[src/rtl/sram_boot_sequencer_pkg.sv]
// Shared constants for the SRAM boot sequencer: FSM state codes, byte-lane
// selects and the default load geometry.
package sram_boot_sequencer_pkg;

    localparam logic [2:0] ST_IDLE    = 3'd0;
    localparam logic [2:0] ST_SETUP   = 3'd1;
    localparam logic [2:0] ST_STROBE  = 3'd2;
    localparam logic [2:0] ST_WAITREL = 3'd3;
    localparam logic [2:0] ST_DONE    = 3'd4;

    // Byte index 0 is the most significant byte of the host word (big-endian).
    localparam logic [1:0] LANE_31_24 = 2'd0;
    localparam logic [1:0] LANE_23_16 = 2'd1;
    localparam logic [1:0] LANE_15_8  = 2'd2;
    localparam logic [1:0] LANE_7_0   = 2'd3;

    localparam int          DEFAULT_ROM_BYTES = 49152;
    localparam logic [20:0] DEFAULT_BASE_ADDR = 21'h000000;

    function automatic logic [7:0] select_lane(input logic [31:0] word, input logic [1:0] idx);
        logic [7:0] lane;
        case (idx)
            LANE_31_24: lane = word[31:24];
            LANE_23_16: lane = word[23:16];
            LANE_15_8:  lane = word[15:8];
            default:    lane = word[7:0];
        endcase
        return lane;
    endfunction

endpackage

[src/rtl/sram_boot_sequencer.sv]
// Loads ROM_BYTES of boot image from a 4-phase host word interface into SRAM,
// then releases the CPU and hands the SRAM over as a transparent pass-through.
module sram_boot_sequencer
    import sram_boot_sequencer_pkg::*;
#(
    parameter int          ROM_BYTES = DEFAULT_ROM_BYTES,
    parameter logic [20:0] BASE_ADDR = DEFAULT_BASE_ADDR
) (
    input  logic        ck16,
    input  logic        rst,
    input  logic [31:0] host_bootdata,
    input  logic        host_bootdata_req,
    output logic        host_bootdata_ack,
    output logic        host_rom_initialised,
    output logic        cpu_reset_hold,
    input  logic [20:0] cpu_addr,
    input  logic [7:0]  cpu_dout,
    input  logic        cpu_we_n,
    output logic [7:0]  cpu_din,
    output logic [20:0] sram_addr,
    output logic [7:0]  sram_dout,
    output logic        sram_oe,
    input  logic [7:0]  sram_din,
    output logic        sram_we_n
);

    localparam int                CNT_W   = $clog2(ROM_BYTES + 1);
    localparam logic [CNT_W-1:0]  CNT_END = CNT_W'(ROM_BYTES);

    logic [2:0]       state;
    logic [31:0]      word_reg;
    logic [1:0]       byte_idx;
    logic [20:0]      addr_cnt;
    logic [CNT_W-1:0] byte_cnt;
    logic             ack;
    logic             initialised;
    logic             reset_hold;

    always_ff @(posedge ck16 or posedge rst) begin
        if (rst) begin
            state       <= ST_IDLE;
            word_reg    <= 32'd0;
            byte_idx    <= 2'd0;
            addr_cnt    <= BASE_ADDR;
            byte_cnt    <= '0;
            ack         <= 1'b0;
            initialised <= 1'b0;
            reset_hold  <= 1'b1;
        end else begin
            case (state)
                ST_IDLE: begin
                    if (host_bootdata_req) begin
                        word_reg <= host_bootdata;
                        byte_idx <= 2'd0;
                        ack      <= 1'b1;
                        state    <= ST_SETUP;
                    end
                end
                ST_SETUP: begin
                    state <= ST_STROBE;
                end
                ST_STROBE: begin
                    addr_cnt <= addr_cnt + 21'd1;
                    byte_cnt <= byte_cnt + CNT_W'(1);
                    if (byte_idx != LANE_7_0) begin
                        byte_idx <= byte_idx + 2'd1;
                        state    <= ST_SETUP;
                    end else begin
                        state <= ST_WAITREL;
                    end
                end
                ST_WAITREL: begin
                    // An early req release lands here with req already low, so we leave at once.
                    if (!host_bootdata_req) begin
                        ack <= 1'b0;
                        if (byte_cnt == CNT_END) begin
                            initialised <= 1'b1;
                            reset_hold  <= 1'b0;
                            state       <= ST_DONE;
                        end else begin
                            state <= ST_IDLE;
                        end
                    end
                end
                ST_DONE: begin
                    state <= ST_DONE;
                end
                default: begin
                    state <= ST_IDLE;
                end
            endcase
        end
    end

    always_comb begin
        sram_addr = addr_cnt;
        sram_dout = 8'h00;
        sram_oe   = 1'b0;
        sram_we_n = 1'b1;
        cpu_din   = 8'hFF;
        case (state)
            ST_SETUP: begin
                sram_dout = select_lane(word_reg, byte_idx);
                sram_oe   = 1'b1;
            end
            ST_STROBE: begin
                sram_dout = select_lane(word_reg, byte_idx);
                sram_oe   = 1'b1;
                sram_we_n = 1'b0;
            end
            ST_DONE: begin
                sram_addr = cpu_addr;
                sram_dout = cpu_dout;
                sram_oe   = ~cpu_we_n;
                sram_we_n = cpu_we_n;
                cpu_din   = sram_din;
            end
            default: begin
                sram_addr = addr_cnt;
            end
        endcase
    end

    assign host_bootdata_ack    = ack;
    assign host_rom_initialised = initialised;
    assign cpu_reset_hold       = reset_hold;

endmodule

[config.mk]
export PLATFORM = sky130hd
export DESIGN_NAME = sram_boot_sequencer
export DESIGN_NICKNAME = d
export VERILOG_FILES = /design/src/rtl/sram_boot_sequencer_pkg.sv /design/src/rtl/sram_boot_sequencer.sv
export SDC_FILE = /design/constraint.sdc
export NUM_CORES = 1
export LEC_CHECK = 0
export BUFFER_PORTS_ARGS = -buffer_cell sky130_fd_sc_hd__buf_2
export CAP_MARGIN = 20
export CORE_AREA = 2 2 102 104
export DETAILED_ROUTE_END_ITERATION = 12
export DIE_AREA = 0 0 104 106
export PLACE_DENSITY = 0.7
export SETUP_SLACK_MARGIN = 0.3
export SLEW_MARGIN = 20
export SYNTH_ARGS = -nofsm -noshare
export SYNTH_HDL_FRONTEND = slang
export SYNTH_SLANG_ARGS = --single-unit
[constraint.sdc]
create_clock -name ck16 -period 3.3 [get_ports ck16]
set_clock_uncertainty 0.15 [all_clocks]
set_input_delay 0.33 -clock ck16 [delete_from_list [all_inputs] [get_ports ck16]]
set_output_delay 0.33 -clock ck16 [all_outputs]
set_load 0.01 [all_outputs]
==> run_results.csv <==
group,metric,value,unit
setup_path,rr_worst_depth,4,
die,start_util,39.0,%
detailed_routing,drt_iter0_drc,144,
setup_path,crit_type,"reg -> out",
die,ios,115,
pwr,irDropWorstVdd,0.416,mV
setup_path,worst_r2r_endpoint,"word_reg[14]$_DFFE_PP0P_",
synth,syn_area,0.00390,mm²
die,die_w,104,µm
clock_network,tritoncts,"built",
sta,worst_pin_slew,0.629,ns
setup_path,crit_end,"sram_addr[14]",
sta,maxSlewViolCount,0,
global_routing,grt_overflow,0,
finish,largest_register_ffs,32,
synth,synth_edf_count,0,
clock_network,clk_root_buffer_cell,"clkbuf_8",
finish,synthToLayoutAreaGrowth,24.9,%
synth,syn_avg_cell_area,11.6,µm²
synth,syn-num-nets,415,
detailed_routing,drt-total-wl,8600,µm
synth,ys_async_sr_fraction,100,%
finish,layout.cells.non_filler,589,
global_routing,grt_pass1_vias,2953,
die,core_area,0.0100,mm²
status,status,"finished clean",
clock_network,clock-sinks,77,
synth,synth_top_cell_area_share,48.8,%
detailed_routing,dr.pass1.iters,6,
die,floorplan.rows,37,
setup_path,crit_path_start,"state[1]$_DFFE_PP0P_",
global_routing,grt_pass1_wl,14000,µm
synth,yosysWarnings,0,
sta,worst_slack,0.728,ns
setup_path,path_max_fanout,37,
global_routing,antenna_found_initial,0,
sta,setup_viol,0,
clock_network,cts_made_buffers,9,
global_routing,grt.total_usage,15.8,%
synth,synth-main-ff-cell,"dfrtp_1",
detailed_routing,postRouteAntennaNets,0,
setup_path,rrSetupSlack,1.21,ns
job,maxCapViolCount,0,
setup_path,crit-reg2reg-launch,"state[2]$_DFFE_PP0P_",
synth,ys_ff_latch,77,
placement,port_buffers,114,
min_path,hp-class,"in -> reg",
clock_network,htreeDepth,3,
sta,tns,0,ns
sta,rsz0062_at_grt,"no",
finish,postLayoutCoreUtil,48.7,%
finish,drive_gt1_share,42.2,%
placement,place_inst,572,
placement,dpl.hpwl,6380,µm
synth,synth_cells,335,
detailed_routing,vias,2998,
setup_path,cp-end-kind,"primary output",
sta,fmax,389,MHz
clock_network,clock_path_buffers,2,
clock_network,clk_latency,0.35,ns
placement,preCtsSetupSlack,1.12,ns
sta,hold_viol,0,
min_path,min_from,"host_bootdata[1]",
placement,place_congestion,0.823,
die,chipHeight,106,µm
clock_network,cts_setup_buffers,0,
setup_path,cp-start-kind,"register",
detailed_routing,avgRoutedWirePerCell,14.6,µm
sta,timing.final.crit_share,77.9,%
synth,seq_area_frac_synth,49.5,%
die,die_area,0.0110,mm²
pwr,p_leak,0.00231,µW
setup_path,arrival,2.09,ns
synth,ys_types,39,
clock_network,path_clk_slew,0.08,ns
detailed_routing,drc,0,
synth,yosysTopAreaCell,"dfrtp_1",
setup_path,cp.required,2.82,ns
pwr,cellPowerDensity,758,mW/mm²
sta,slew_headroom,58.0,%
finish,n_antenna_cell,0,
finish,fin_nets,528,
detailed_routing,routed_via_density,5.09,
synth,synth_area_leaders,"dfrtp_1 49%, mux2_2 15%, xnor2_1 6.7%",
sta,finalCriticalPeriod,2.57,ns
global_routing,grt_max_degree,78,
final cells by class:
cell class / instances / area [µm²]
timing repair buffer: 119 / 636
multi-input combinational: 226 / 1830
clock buffer: 11 / 141
clock inverter: 5 / 108
inverter: 15 / 56.3
fill: 920 / 5130
tap: 136 / 170
sequential: 77 / 1930
cell usage in the layout (no fill, tap or decap), types with 7 or more instances in the layout:
cell / n
nand3_1: 15
a222oi_1: 8
inv_1: 14
mux2i_1: 8
nor2_1: 9
a22o_1: 9
mux2_2: 53
ha_1: 7
nand2_1: 21
buf_2: 114
clkbuf_8: 10
nand4_1: 12
nand2b_1: 9
xnor2_1: 30
dfrtp_1: 76
worst max-delay path, cell delays in order (launching register included):
cell	delay, ns
dfrtp_1	0.48
inv_1	0.17
and3_1	0.17
buf_4	0.39
mux2_2	0.39
buf_2	0.14
how the worst min path moves through the flow:
stage / end / cells after the start
final: word_reg[1]$_DFFE_PP0P_ / 2
after global routing: word_reg[25]$_DFFE_PP0P_ / 2
after CTS: word_reg[1]$_DFFE_PP0P_ / 2
after detailed placement: host_rom_initialised$_DFFE_PP0P_ / 1
after global placement: word_reg[7]$_DFFE_PP0P_ / 3
after floorplan: byte_cnt[15]$_DFFE_PP0N_ / 1
report_power, final:
group	switching, µW	leakage, µW	internal, µW
logic	622	0.00122	688
registers	264	0.000973	1240
clock network	344	0.000124	526
Yosys cell counts, drive strengths merged, types with 7 or more instances:
| cell type | instances |
|---|---|
| ha | 7 |
| a222oi | 8 |
| nand2 | 21 |
| a22o | 9 |
| mux2 | 53 |
| nand4 | 12 |
| xnor2 | 30 |
| nor2 | 10 |
| buf | 13 |
| inv | 15 |
| mux2i | 8 |
| dfrtp | 76 |
| nand2b | 9 |
| nand3 | 15 |
per-stage QoR:
stage	power, µW	hold WS (ns)	area [µm²]
floorplan	2420	0.288	3900
global placement	2790	0.300	4610
detailed placement	2840	0.302	4610
CTS	3720	0.0487	4870
global route	3920	0.0481	4870
finish	3690	0.0624	4870
layer usage:
layer	GRT usage, %	share of wire (%)
met2	25.9	47
met1	20.1	44
met3	4.54	6.3
met5	0	0
met4	5.69	1.8
logic make-up (layout without fill, tap and decap cells):
group / after synthesis / in the layout / share of synthesized area (%)
compound gates: 29 / 29 / 5.78
xor+xnor: 36 / 36 / 8.09
fa+ha+maj: 7 / 7 / 2.25
buf+inv: 32 / 150 / 3.63
flops: 77 / 77 / 49.5
mux: 61 / 61 / 17.4
simple gates: 93 / 93 / 13.4
timing repair:
action / in CTS / in global routing
resized for setup: 0 / 0
hold buffers: 1 / 0
endpoints found under the hold margin: 76 / 0
Power figures use the tool's default switching activity.
